===== src/rtl/racing_pkg.sv =====
`default_nettype none
// +--------------------------------------------------------------------------+
// | Package     : racing_pkg                                                 |
// | Description : Shared pixel-format constants, game state encoding and the |
// |               transparency test used by the racing display pipeline.     |
// | Revision    : 1.0 - initial release                                      |
// +--------------------------------------------------------------------------+
package racing_pkg;

   localparam int PIX_W = 12;

   // Black and white are the sprite transparency keys.
   localparam logic [PIX_W-1:0] COLOR_BLACK = 12'h000;
   localparam logic [PIX_W-1:0] COLOR_WHITE = 12'hFFF;

   typedef enum logic [1:0] {
      PLAY      = 2'd0,
      GAME_OVER = 2'd1,
      CLEAR     = 2'd2
   } game_state_t;

   // A sprite pixel is drawn only when it is neither transparency key.
   function automatic logic opaque(input logic [PIX_W-1:0] color);
      return (color != COLOR_BLACK) && (color != COLOR_WHITE);
   endfunction

endpackage : racing_pkg
`default_nettype wire


===== src/rtl/banner_overlay.sv =====
`default_nettype none
// +--------------------------------------------------------------------------+
// | Module      : banner_overlay                                             |
// | Description : Two-stage GAME OVER banner pipeline. Stage 0 tests the     |
// |               scan position against the banner window and forms the     |
// |               banner ROM address; stage 1 turns the ROM grey nibble into |
// |               an RGB444 overlay pixel.                                   |
// | Ports       : clk, reset_n         - pixel clock, async active-low reset |
// |               pix_row, pix_col     - current scan position               |
// |               video_on             - visible pixel                       |
// |               show                 - banner enabled this cycle           |
// |               rom_addr / rom_data  - banner ROM interface                |
// |               overlay_valid/_pix   - overlay output, 2 cycles after scan |
// | Revision    : 1.0 - initial release                                      |
// +--------------------------------------------------------------------------+
module banner_overlay
   import racing_pkg::*;
#(
   parameter int BANNER_X = 243,
   parameter int BANNER_Y = 232,
   parameter int BANNER_W = 135,
   parameter int BANNER_H = 16,
   parameter int ROM_AW   = 12
) (
   input  logic              clk,
   input  logic              reset_n,
   input  logic [9:0]        pix_row,
   input  logic [9:0]        pix_col,
   input  logic              video_on,
   input  logic              show,
   input  logic [3:0]        rom_data,
   output logic [ROM_AW-1:0] rom_addr,
   output logic              overlay_valid,
   output logic [PIX_W-1:0]  overlay_pix
);

   localparam logic [9:0] c_X0 = 10'(BANNER_X);
   localparam logic [9:0] c_X1 = 10'(BANNER_X + BANNER_W);
   localparam logic [9:0] c_Y0 = 10'(BANNER_Y);
   localparam logic [9:0] c_Y1 = 10'(BANNER_Y + BANNER_H);

   logic              w_in_win;
   logic [3:0]        w_row_off;
   logic [7:0]        w_col_off;
   logic              w_s1_valid;

   logic              r_in_win_d;
   logic              r_video_on_d;
   logic [ROM_AW-1:0] r_rom_addr;
   logic              r_overlay_valid;
   logic [PIX_W-1:0]  r_overlay_pix;

   assign w_in_win  = (pix_row >= c_Y0) && (pix_row < c_Y1) &&
                      (pix_col >= c_X0) && (pix_col < c_X1);
   // Banner is at most 16 rows by 256 columns, so the low offset bits
   // address it completely.
   assign w_row_off = 4'(pix_row - c_Y0);
   assign w_col_off = 8'(pix_col - c_X0);

   // rom_data belongs to the address registered in stage 0.
   assign w_s1_valid = r_in_win_d & r_video_on_d & show;

   always_ff @(posedge clk or negedge reset_n) begin
      if (!reset_n) begin
         r_in_win_d      <= 1'b0;
         r_video_on_d    <= 1'b0;
         r_rom_addr      <= '0;
         r_overlay_valid <= 1'b0;
         r_overlay_pix   <= '0;
      end else begin
         r_in_win_d   <= w_in_win;
         r_video_on_d <= video_on;
         // Outside the window the address is left alone so the ROM does not toggle.
         if (w_in_win) begin
            r_rom_addr <= ROM_AW'({w_row_off, w_col_off});
         end
         r_overlay_valid <= w_s1_valid;
         r_overlay_pix   <= w_s1_valid ? {rom_data, rom_data, rom_data} : '0;
      end
   end

   assign rom_addr      = r_rom_addr;
   assign overlay_valid = r_overlay_valid;
   assign overlay_pix   = r_overlay_pix;

endmodule : banner_overlay
`default_nettype wire


===== src/rtl/collision_game_over_ctrl.sv =====
`default_nettype none
// +--------------------------------------------------------------------------+
// | Module      : collision_game_over_ctrl                                   |
// | Description : Frame-confirmed collision detector. Checks the player car  |
// |               against NUM_CARS moving-car layers each pixel, declares    |
// |               GAME OVER after HIT_FRAMES consecutive overlapping frames, |
// |               flashes a ROM banner and returns to play on restart.       |
// | Ports       : clk, reset_n        - pixel clock, async active-low reset  |
// |               pix_row/pix_col     - scan position, video_on visible      |
// |               frame_tick, restart - single-cycle control pulses          |
// |               player_pix, car_pix - sprite layers (RGB444)               |
// |               rom_addr, rom_data  - banner ROM                           |
// |               collision_flag, hit_mask, game_state - game status         |
// |               overlay_valid, overlay_pix - banner overlay to colour mux  |
// | Revision    : 1.0 - initial release                                      |
// +--------------------------------------------------------------------------+
module collision_game_over_ctrl
   import racing_pkg::*;
#(
   parameter int NUM_CARS     = 4,
   parameter int HIT_FRAMES   = 2,
   parameter int FLASH_FRAMES = 32,
   parameter int BANNER_X     = 243,
   parameter int BANNER_Y     = 232,
   parameter int BANNER_W     = 135,
   parameter int BANNER_H     = 16,
   parameter int ROM_AW       = 12
) (
   input  logic                      clk,
   input  logic                      reset_n,
   input  logic [9:0]                pix_row,
   input  logic [9:0]                pix_col,
   input  logic                      video_on,
   input  logic                      frame_tick,
   input  logic                      restart,
   input  logic [PIX_W-1:0]          player_pix,
   input  logic [PIX_W*NUM_CARS-1:0] car_pix,
   output logic [ROM_AW-1:0]         rom_addr,
   input  logic [3:0]                rom_data,
   output logic                      collision_flag,
   output logic [NUM_CARS-1:0]       hit_mask,
   output logic [1:0]                game_state,
   output logic                      overlay_valid,
   output logic [PIX_W-1:0]          overlay_pix
);

   localparam int c_CNT_W   = $clog2(HIT_FRAMES + 1);
   localparam int c_FLASH_W = (FLASH_FRAMES > 1) ? $clog2(FLASH_FRAMES) : 1;
   localparam logic [c_CNT_W-1:0]   c_HIT_LAST   = c_CNT_W'(HIT_FRAMES - 1);
   localparam logic [c_FLASH_W-1:0] c_FLASH_LAST = c_FLASH_W'(FLASH_FRAMES - 1);

   game_state_t          r_state, w_state_nxt;
   logic [c_CNT_W-1:0]   r_hit_cnt, w_hit_cnt_nxt;
   logic [NUM_CARS-1:0]  r_hit_mask, w_hit_mask_nxt;
   logic                 r_collision_flag, w_flag_nxt;
   logic [c_FLASH_W-1:0] r_flash_cnt, w_flash_cnt_nxt;
   logic                 r_flash_hidden, w_flash_hidden_nxt;
   logic [NUM_CARS-1:0]  r_frame_hit_mask;

   logic                 w_player_opaque;
   logic [NUM_CARS-1:0]  w_car_hit;
   logic                 w_show;

   // ---------------------------------------------------------------- detector
   assign w_player_opaque = video_on & opaque(player_pix);

   generate
      for (genvar gi = 0; gi < NUM_CARS; gi++) begin : g_car_hit
         assign w_car_hit[gi] = w_player_opaque & opaque(car_pix[PIX_W*gi +: PIX_W]);
      end
   endgenerate

   // Accumulator restarts on every frame_tick; ticks fall in vertical blank,
   // so nothing visible is lost by ignoring hits in the tick cycle.
   always_ff @(posedge clk or negedge reset_n) begin
      if (!reset_n) begin
         r_frame_hit_mask <= '0;
      end else if (frame_tick) begin
         r_frame_hit_mask <= '0;
      end else begin
         r_frame_hit_mask <= r_frame_hit_mask | w_car_hit;
      end
   end

   // ---------------------------------------------------------------- FSM
   always_ff @(posedge clk or negedge reset_n) begin
      if (!reset_n) begin
         r_state          <= PLAY;
         r_hit_cnt        <= '0;
         r_hit_mask       <= '0;
         r_collision_flag <= 1'b0;
         r_flash_cnt      <= '0;
         r_flash_hidden   <= 1'b0;
      end else begin
         r_state          <= w_state_nxt;
         r_hit_cnt        <= w_hit_cnt_nxt;
         r_hit_mask       <= w_hit_mask_nxt;
         r_collision_flag <= w_flag_nxt;
         r_flash_cnt      <= w_flash_cnt_nxt;
         r_flash_hidden   <= w_flash_hidden_nxt;
      end
   end

   always_comb begin
      w_state_nxt        = r_state;
      w_hit_cnt_nxt      = r_hit_cnt;
      w_hit_mask_nxt     = r_hit_mask;
      w_flag_nxt         = r_collision_flag;
      w_flash_cnt_nxt    = r_flash_cnt;
      w_flash_hidden_nxt = r_flash_hidden;

      unique case (r_state)
         PLAY: begin
            if (frame_tick) begin
               if (|r_frame_hit_mask) begin
                  w_hit_cnt_nxt = r_hit_cnt + c_CNT_W'(1);
                  if (r_hit_cnt == c_HIT_LAST) begin
                     w_state_nxt        = GAME_OVER;
                     w_hit_mask_nxt     = r_frame_hit_mask;
                     w_flag_nxt         = 1'b1;
                     // Every GAME OVER starts in the visible flash phase.
                     w_flash_cnt_nxt    = '0;
                     w_flash_hidden_nxt = 1'b0;
                  end
               end else begin
                  w_hit_cnt_nxt = '0;
               end
            end
         end

         GAME_OVER: begin
            // restart has priority over a coincident frame_tick.
            if (restart) begin
               w_state_nxt    = CLEAR;
               w_hit_cnt_nxt  = '0;
               w_hit_mask_nxt = '0;
               w_flag_nxt     = 1'b0;
            end else if (frame_tick) begin
               if (r_flash_cnt == c_FLASH_LAST) begin
                  w_flash_cnt_nxt    = '0;
                  w_flash_hidden_nxt = ~r_flash_hidden;
               end else begin
                  w_flash_cnt_nxt = r_flash_cnt + c_FLASH_W'(1);
               end
            end
         end

         CLEAR: begin
            // Waiting for a frame boundary discards the partial frame.
            if (frame_tick) begin
               w_state_nxt = PLAY;
            end
         end

         default: begin
            w_state_nxt = PLAY;
         end
      endcase
   end

   // ---------------------------------------------------------------- banner
   assign w_show = r_collision_flag & ~r_flash_hidden;

   banner_overlay #(
      .BANNER_X (BANNER_X),
      .BANNER_Y (BANNER_Y),
      .BANNER_W (BANNER_W),
      .BANNER_H (BANNER_H),
      .ROM_AW   (ROM_AW)
   ) u_banner_overlay (
      .clk           (clk),
      .reset_n       (reset_n),
      .pix_row       (pix_row),
      .pix_col       (pix_col),
      .video_on      (video_on),
      .show          (w_show),
      .rom_data      (rom_data),
      .rom_addr      (rom_addr),
      .overlay_valid (overlay_valid),
      .overlay_pix   (overlay_pix)
   );

   assign collision_flag = r_collision_flag;
   assign hit_mask       = r_hit_mask;
   assign game_state     = r_state;

endmodule : collision_game_over_ctrl
`default_nettype wire


===== config.mk =====
export PLATFORM = sky130hd
export DESIGN_NAME = collision_game_over_ctrl
export DESIGN_NICKNAME = d
export VERILOG_FILES = /design/src/rtl/racing_pkg.sv /design/src/rtl/banner_overlay.sv /design/src/rtl/collision_game_over_ctrl.sv
export SDC_FILE = /design/constraint.sdc
export NUM_CORES = 1
export LEC_CHECK = 0
export CORE_ASPECT_RATIO = 1.5
export CORE_UTILIZATION = 41
export CTS_CLUSTER_SIZE = 8
export DETAILED_ROUTE_END_ITERATION = 8
export PLACE_DENSITY = 0.9
export SYNTH_ARGS = -nofsm -noshare
export SYNTH_HDL_FRONTEND = slang
export SYNTH_SLANG_ARGS = --single-unit
export TNS_END_PERCENT = 30

===== constraint.sdc =====
create_clock -name clk -period 3.3 [get_ports clk]
set_input_delay 0.66 -clock clk [delete_from_list [all_inputs] [get_ports clk]]
set_output_delay 0.66 -clock clk [all_outputs]
set_load 0.05 [all_outputs]

### Yosys cells after proc, flatten, opt, wreduce, memory -nomap -nowiden

Index checks and enable logic that the tools add are counted.
Widths: inputs -> output; s select.

| word-level totals | value |
|---|---|
| register bits after elaboration | 46 |
| input bits | 89 |
| output and inout bits | 32 |
| word-level logic and storage cells | 104 |

| operators by class | value |
|---|---|
| add/subtract/negate cells | 4 |
| order comparisons | 4 |
| eq/ne operators | 17 |
| multiplexer cells | 36 |
| bitwise operators | 10 |
| reductions and logical operators | 21 |

Operators with widths:

| kind | number |
|---|---|
| $ne 12x12->1 const B | 5 |
| $reduce_bool 12->1 | 5 |
| $mux 5 | 6 |
| $ge 10x8->1 const B | 2 |
| $mux 4 | 5 |
| $mux 2 | 8 |
| $ne 2x2->1 const B | 8 |
| $mux 12 | 1 |
| $lt 10x8->1 const B | 1 |
| $lt 10x9->1 const B | 1 |
| $mux 1 | 10 |
| $pmux 5 s2 | 1 |
| $reduce_and 5->1 | 2 |
| $and 1x1->1 | 8 |
| $logic_and 1x1->1 | 8 |
| $pmux 4 s2 | 1 |
| $sub 8x8->8 const B | 1 |
| $reduce_and 7->1 | 1 |
| $pmux 2 s3 | 1 |
| $reduce_and 6->1 | 1 |
| $add 5x1->5 const B | 1 |
| $eq 5x5->1 const B | 1 |
| $eq 2x1->1 const B | 2 |
| $or 4x4->4 | 1 |
| other kinds (10) | 11 |

### Logic depth before layout (Yosys ltp)

Gate-level depths: netlist of the first run.

| depth | value |
|---|---|
| word-level depth | 6 |
| mapped depth | 6 |
| depth with buffers taken out | 6 |

### Modules after synthesis

From an unflattened synthesis of the first run, not the netlist that was laid out.

| unflattened totals | value |
|---|---|
| cells, all modules | 201 |
| area, all modules | 2,129.5 sq um |

By module, submodules not included:

| module | times used | cells an instance | area an instance (sq um) | seq. area each (sq um) |
|---|---|---|---|---|
| collision_game_over_ctrl | 1 | 131 | 1,196.1 | 475.5 |
| banner_overlay | 1 | 70 | 933.4 | 475.5 |

### Worst setup path after synthesis of the first run

No wires, ideal clock.

| timing path | value |
|---|---|
| path type | input port to flip-flop |
| start point | input port pix_col[9] |
| end point | register u_banner_overlay.r_rom_addr[10], in the netlist u_banner_overlay.rom_addr[10] |
| setup time | 0.125 ns |
| data arrival time | 1.937 ns |
| required time | 3.175 ns |
| slack | 1.238 ns |
| stages on the path | 5 |
| path buffers | 1 |
| cell sequence | nand4b_1 > or4_4 > a21oi_4 > buf_12 > mux2_4 |

| on the way | value |
|---|---|
| cells in the longest elaborated chain, start to end | 3 |
| elaborated cells on any way between the ends | 4 |
| classes of those cells | order compare (2); reduce/logical (2) |

Ends and longest elaborated chain:

| item | RTL line | source |
|---|---|---|
| start, declared | collision_game_over_ctrl.sv:32 | `input logic [9:0] pix_col,` |
| $ge 10x8->1 | banner_overlay.sv:54 | `(pix_col >= c_X0) && (pix_col < c_X1);` |
| $logic_and 1x1->1 | banner_overlay.sv:53 | `assign w_in_win = (pix_row >= c_Y0) && (pix_row < c_Y1) &&` |
| $logic_and 1x1->1 (*) | banner_overlay.sv:54 |  |
| net u_banner_overlay.w_in_win | banner_overlay.sv:42 | `logic w_in_win;` |
| end signal, assigned | banner_overlay.sv:75 | `r_rom_addr <= ROM_AW'({w_row_off, w_col_off});` |
| end, declared | banner_overlay.sv:49 | `logic [ROM_AW-1:0] r_rom_addr;` |

The timed path passes the listed nets; every way through them passes the cells marked *.
A chain may end at the register's enable or synchronous reset.

### Final worst setup path of the first run

| timing path | value |
|---|---|
| start point | input port pix_col[1] |
| end point | register u_banner_overlay.r_rom_addr[3], in the netlist u_banner_overlay.rom_addr[3] |

| on the way | value |
|---|---|
| cells in the longest elaborated chain, start to end | 3 |
| elaborated cells on any way between the ends | 5 |
| classes of those cells | add/sub (1); order compare (2); reduce/logical (2) |

Ends and longest elaborated chain:

| item | RTL line |
|---|---|
| $ge 10x8->1 | banner_overlay.sv:54 |
| $logic_and 1x1->1 | banner_overlay.sv:53 |
| $logic_and 1x1->1 | banner_overlay.sv:54 |

Parallel ways exist; a longest one is shown, timed or not.

==> impl_results.md, run 1 <==
* Setup Skew at 0.00905 ns
* Startpoint Class: input port
* Net count of the mapped netlist at 285
* Post-DP HPWL at 4.27 mm
* Met2 routed WL at 2.97 mm
* Setup crit end kind: flip-flop
* GRT Resource Usage Total at 0.199
* Final Hold Viols at 0
* First-pass GRT wire length at 8.14 mm
* Worst r2r src: r_flash_cnt[0]$_DFFE_PN0P_
* Worst-path maximum fanout at 13
* Highest routed layer: met4
* Layout cells sized above 1 at 0.0581
* Setup TNS at 0 ns
* Post-synthesis sequential element count at 38
* Starting Density at 0.429
* Slew margin rel. at 0.433
* Number of max-cap violations at 0
* EDFF count, synth at 0
* Commonest non-fill, non-tap cell in the layout: clkdlybuf4s50_1
* Slowest-stage cell, CP: clkdlybuf4s50_1
* PD cells at 481 mW/mm²
* Met3 Wirelength at 319 µm
* Final period utilization at 0.743
* Vias/cell at 5.30
* ANT nets after route at 0
* Total CTS buffers at 5
* Worst path max stage delay at 0.54 ns
* Die Footprint at 0.00537 mm²
* N_diodes at 0
* Gpl congestion at 0.917
* Die Width at 60.2 µm
* Number of remaining DRC errors at 0
* Worst Max-Slew Pin Slew at 0.850 ns
* Min Tclk post-route at 2.45 ns
* DRT Pass-1 Iters at 4
* Sequential fraction of the synthesis area at 0.457
* Die H at 89.2 µm
* Ys flop type: dfrtp_1
* Area grow syn2layout at 61.9%
* Worst Setup SP: pix_col[1]
* CORE AREA at 0.00485 mm²
* Largest net degree at the start of global routing at 39
* Most frequent cells in the layout: 119 x clkdlybuf4s50_1, 38 x dfrtp_1, 15 x nor4_1, 15 x nand4_1, 10 x inv_1
* Vias in the first global route at 1958
* Routed vias at 1992
* FMAX at 0.408 GHz
* RSZ-0062 raised after global routing: false
* VDD IR max at 318 µV
* Fill cells at 377
* Core Rows at 31
* Met1 WL at 1.76 mm
* Leakage at 1.35 nW
* CTS Hold Buffers Added at 0
* H-tree levels at 2
* Final wirelength at 5.08 mm
* Req. time, crit path at 3.46 ns
* Pins over their slew limit at 0
* Asr flop ratio synth at 1.00
* NumNets Final at 402
* Initial antenna violation count at 0
* CTS tree: yes
* I/O Buffers at 120
* Critical path, cell by cell: clkdlybuf4s50_1 -> ha_1 -> or3_1 -> nand4bb_1 -> a21oi_4 -> mux2_1
* Kind of critical path: in -> reg
* Clock sink count at 38
* I/O pin count at 121
* Cells after Synth at 192
* Clk slew on worst S/H paths at 0.07 ns
* Arrival time worst endpoint at 2.61 ns
* CTS root buf: clkbuf_8
* Skew-Pair Late Insertion Delay at 0.28 ns
* Avg Synthesized Cell Area at 10.8 µm²
* Final Setup Violations at 0
* Setup repair bufs after CTS at 0
* Status: completed
* Mapped Area at 0.00208 mm²
* Post_cts resized at 0
* DRT iter0 DRCs at 82
* YS warnings at 0
* Max Buffers Root-to-Sink at 2
* Tightest Hold Check Type: in -> async
* Post-DR wirelength/cell at 13.5 µm
* Worst hold slack at 0.474 ns
* GR Overflow Total at 0
* Synth cell types at 42
## path summary, 6_finish.rpt
path,to,cells past startpoint,slack [ns]
worst max-delay path,u_banner_overlay.rom_addr[3]$_DFFE_PN0P_,6,0.85
worst min-delay path,r_flash_cnt[1]$_DFFE_PN0P_,1,0.47
worst max register to register,r_flash_cnt[2]$_DFFE_PN0P_,6,1.66
worst min register to register,u_banner_overlay.rom_addr[3]$_DFFE_PN0P_,1,0.49
max in group asynchronous,hit_mask[3]$_DFFE_PN0P_,1,2.27
min in group clk,u_banner_overlay.rom_addr[3]$_DFFE_PN0P_,1,0.49
## critical path, delay by kind of cell
family | cells | cell delay, ns
buffers and inverters | 1 | 0.54
AOI/OAI and AO/OA | 1 | 0.50
muxes | 1 | 0.37
and+or+nand+nor | 2 | 0.33
adders and majority gates | 1 | 0.20
## synthesized netlist by cell type (2+ instances only)
master     number  share of area
dfrtp_1        38           0.46
nand4_1        15          0.045
nor4_1         15          0.045
inv_1          10          0.018
buf_4           8          0.029
mux2i_1         7          0.034
and2_1          6          0.018
mux2_4          6          0.043
nand3_1         6          0.014
nor3_1          6          0.014
nand2_1         5         0.0090
nand2b_1        5          0.015
nor2b_1         5          0.015
a22o_1          4          0.017
a311o_1         4          0.019
ha_1            4          0.024
nor2_1          4         0.0072
o21ai_0         4         0.0096
o22ai_1         4          0.012
xnor2_1         4          0.017
mux2_1          3          0.016
o2bb2ai_1       3          0.013
xor2_1          3          0.013
a21oi_1         2         0.0048
nand4b_1        2         0.0084
o21ai_1         2         0.0048
or3_1           2         0.0060
## metal layers
metal	up-vias	GRT usage
li1	958	-
met1	947	0.208
met2	85	0.389
met3	2	0.0376
met4	0	0.0571
met5	-	0
## cell type report
class | instances | area, µm² | share of cell area
Clock inverter | 1 | 5.00 | 0.00149
Multi-Input combinational cell | 134 | 1010 | 0.299
Clock buffer | 7 | 86.3 | 0.0257
Tap cell | 66 | 82.6 | 0.0245
Sequential cell | 38 | 951 | 0.283
Inverter | 10 | 37.5 | 0.0112
Timing Repair Buffer | 120 | 1200 | 0.355
## per-stage QoR
| step | cells | setup slack, ns | utilization | power, mW | area [µm²] |
|---|---|---|---|---|---|
| 5_1_grt | 376 | 0.753 | 0.694 | 1.72 | 3370 |
| 6_report | 376 | 0.848 | 0.694 | 1.62 | 3370 |
| 2_1_floorplan | 192 | 1.24 | - | 1.02 | 2080 |
| 3_3_place_gp | 368 | 0.624 | 0.675 | 1.29 | 3270 |
| 4_1_cts | 376 | 0.846 | 0.694 | 1.63 | 3370 |
| 3_5_place_dp | 368 | 0.560 | 0.675 | 1.31 | 3270 |
## power by group
| part | total (mW) | switching, mW | internal, mW |
|---|---|---|---|
| clock | 0.320 | 0.152 | 0.168 |
| combinational | 0.681 | 0.379 | 0.302 |
| sequential | 0.619 | 0.0695 | 0.549 |
| total | 1.62 | 0.600 | 1.02 |
## cell families after synthesis
group,Yosys count,synth area share
and+or+nand+nor,78,0.230
DFF,38,0.457
AOI/OAI and AO/OA,28,0.102
buffers and inverters,20,0.0584
muxes,17,0.0987
xor gates and xnor gates,7,0.0295
adders and majority gates,4,0.0241
## flip-flops by register name (all words and copies together), names as in the netlist
signal                          flops
r_flash_hidden                      1
game_state                          2
r_flash_cnt                         5
r_frame_hit_mask                    4
u_banner_overlay.rom_addr          12
u_banner_overlay.r_in_win_d         1
u_banner_overlay.overlay_pix        4
collision_flag                      1
hit_mask                            4
r_hit_cnt                           2
u_banner_overlay.r_video_on_d       1
u_banner_overlay.overlay_valid      1
Note: power is estimated with default switching activity, not from simulation.
==> run 2, diff against run 1 <==
CORE_UTILIZATION = 34   (was 41)
PLACE_DENSITY = 0.8   (was 0.9)
clock period = 2.15 ns   (was 3.3 ns; I/O delays follow)
==> impl_results.md, run 2 (synthesis gave the netlist of run 1 again) <==
* Final Cell Area at 0.00355 mm²
* Vias/cell at 5.16
* CORE AREA at 0.00583 mm²
* N_diodes at 0
* Initial antenna violation count at 0
* PD cells at 740 mW/mm²
* FMAX at 0.486 GHz
* Arrival time worst endpoint at 1.63 ns
* Tightest Hold Check Type: in -> async
* Final wirelength at 5.12 mm
* Max Buffers Root-to-Sink at 2
* Gpl congestion at 0.728
* Post-DP HPWL at 4.30 mm
* Setup TNS at 0 ns
* Largest net degree at the start of global routing at 16
* Number of max-cap violations at 0
* Fill cells at 514
* GRT Resource Usage Total at 0.176
* CTS tree: yes
* DRT iter0 DRCs at 42
* Final Hold Viols at 0
* Min Tclk post-route at 2.06 ns
* Starting Density at 0.357
* H-tree levels at 2
* Commonest non-fill, non-tap cell in the layout: clkdlybuf4s50_1
* ANT nets after route at 0
* CP Buf/Inv Count at 1
* Global routing's busiest layer: met2
* Leakage at 1.45 nW
* I/O Buffers at 120
* Critical Path Stages at 1
* Area of the multi-input gates at 0.00101 mm²
* Die H at 97.8 µm
* First-pass GRT wire length at 8.93 mm
* Die Footprint at 0.00644 mm²
* Slew margin rel. at 0.642
* Vias in the first global route at 2158
* RSZ-0062 raised after global routing: false
* R2R cell count at 4
* Most frequent cells in the layout: 119 x clkdlybuf4s50_1, 38 x dfrtp_1, 18 x buf_4
* Final Setup Violations at 0
* Skew-Pair Late Insertion Delay at 0.29 ns
* Setup Skew at 0.00408 ns
* VDD IR max at 346 µV
* Fin util at 0.609
* Setup crit end kind: output port
* Global-route track usage on met2 at 0.343
* Kind of critical path: reg -> out
* M1 GR Usage at 0.176
* Layout cells sized above 1 at 0.116
* I/O pin count at 121
* Post-DR wirelength/cell at 12.8 µm
* Clock sink count at 38
* Req. time, crit path at 1.72 ns
* Pins over their slew limit at 0
* Placed cell area at 0.00342 mm²
* Critical path, cell by cell: clkdlybuf4s50_1
* Final period utilization at 0.956
* Register area at 951 µm²
* Status: completed
* Area grow syn2layout at 70.8%
* CTS Hold Buffers Added at 0
* M3 GR Usage at 0.0350
* NumNets Final at 421
* Die Width at 65.9 µm
* Number of remaining DRC errors at 0
* DRT Pass-1 Iters at 4
* Total power at 2.63 mW
* Total CTS buffers at 5
* Routed vias at 2069
* Slowest-stage cell, CP: clkdlybuf4s50_1
* Worst-path maximum fanout at 8
* Clk slew on worst S/H paths at 0.08 ns
* CTS root buf: clkbuf_8
* Core Rows at 34
* GR Overflow Total at 0
* Worst path max stage delay at 0.85 ns
* Worst Max-Slew Pin Slew at 0.535 ns
* CP delay by family, top: buffers and inverters
* Startpoint Class: flip-flop
* Worst hold slack at 0.0293 ns
* Max reg flops at 12
==> run 2: area by class of cell <==
class	count	share of cell area
clock inverters	3	0.0127
clock buffers	5	0.0194
well taps	72	0.0254
inverters	10	0.0106
multi-input cells	134	0.284
flip-flops and latches	38	0.268
repair buffers	139	0.381
==> run 2: final timing paths <==
kind | from | endpoint | slack, ns
max reg2reg | r_frame_hit_mask[2]$_DFF_PN0_ | r_flash_cnt[4]$_DFFE_PN0P_ | 0.49
max in group asynchronous | reset_n | u_banner_overlay.r_video_on_d$_DFF_PN0_ | 1.63
max | game_state[0]$_DFFE_PN0P_ | game_state[0] | 0.09
min reg2reg | u_banner_overlay.rom_addr[3]$_DFFE_PN0P_ | u_banner_overlay.rom_addr[3]$_DFFE_PN0P_ | 0.50
min | reset_n | r_flash_cnt[1]$_DFFE_PN0P_ | 0.03
min in group clk | u_banner_overlay.rom_addr[3]$_DFFE_PN0P_ | u_banner_overlay.rom_addr[3]$_DFFE_PN0P_ | 0.50
==> run 2: where the power goes <==
| part | total, mW | internal (mW) | switching [mW] |
|---|---|---|---|
| logic | 1.07 | 0.486 | 0.586 |
| clock network | 0.607 | 0.345 | 0.262 |
| registers | 0.951 | 0.842 | 0.109 |
==> run 2: what timing repair did <==
item | CTS | global route
endpoints found under the setup margin | 0 | 3
gates resized for setup | 0 | 0
buffers inserted | 0 | 1
==> run 2: stage by stage <==
step           std cells  setup slack, ns
2_1_floorplan        192            0.318
3_3_place_gp         392           -0.240
3_5_place_dp         392           -0.278
4_1_cts              400           0.0401
5_1_grt              401           0.0525
6_report             401           0.0944
==> run 2: metal layers <==
layer / vias up / part of all wire
li1: 994 / -
met1: 975 / 0.35
met2: 95 / 0.56
met3: 5 / 0.070
met4: 0 / 0.014
met5: - / 0
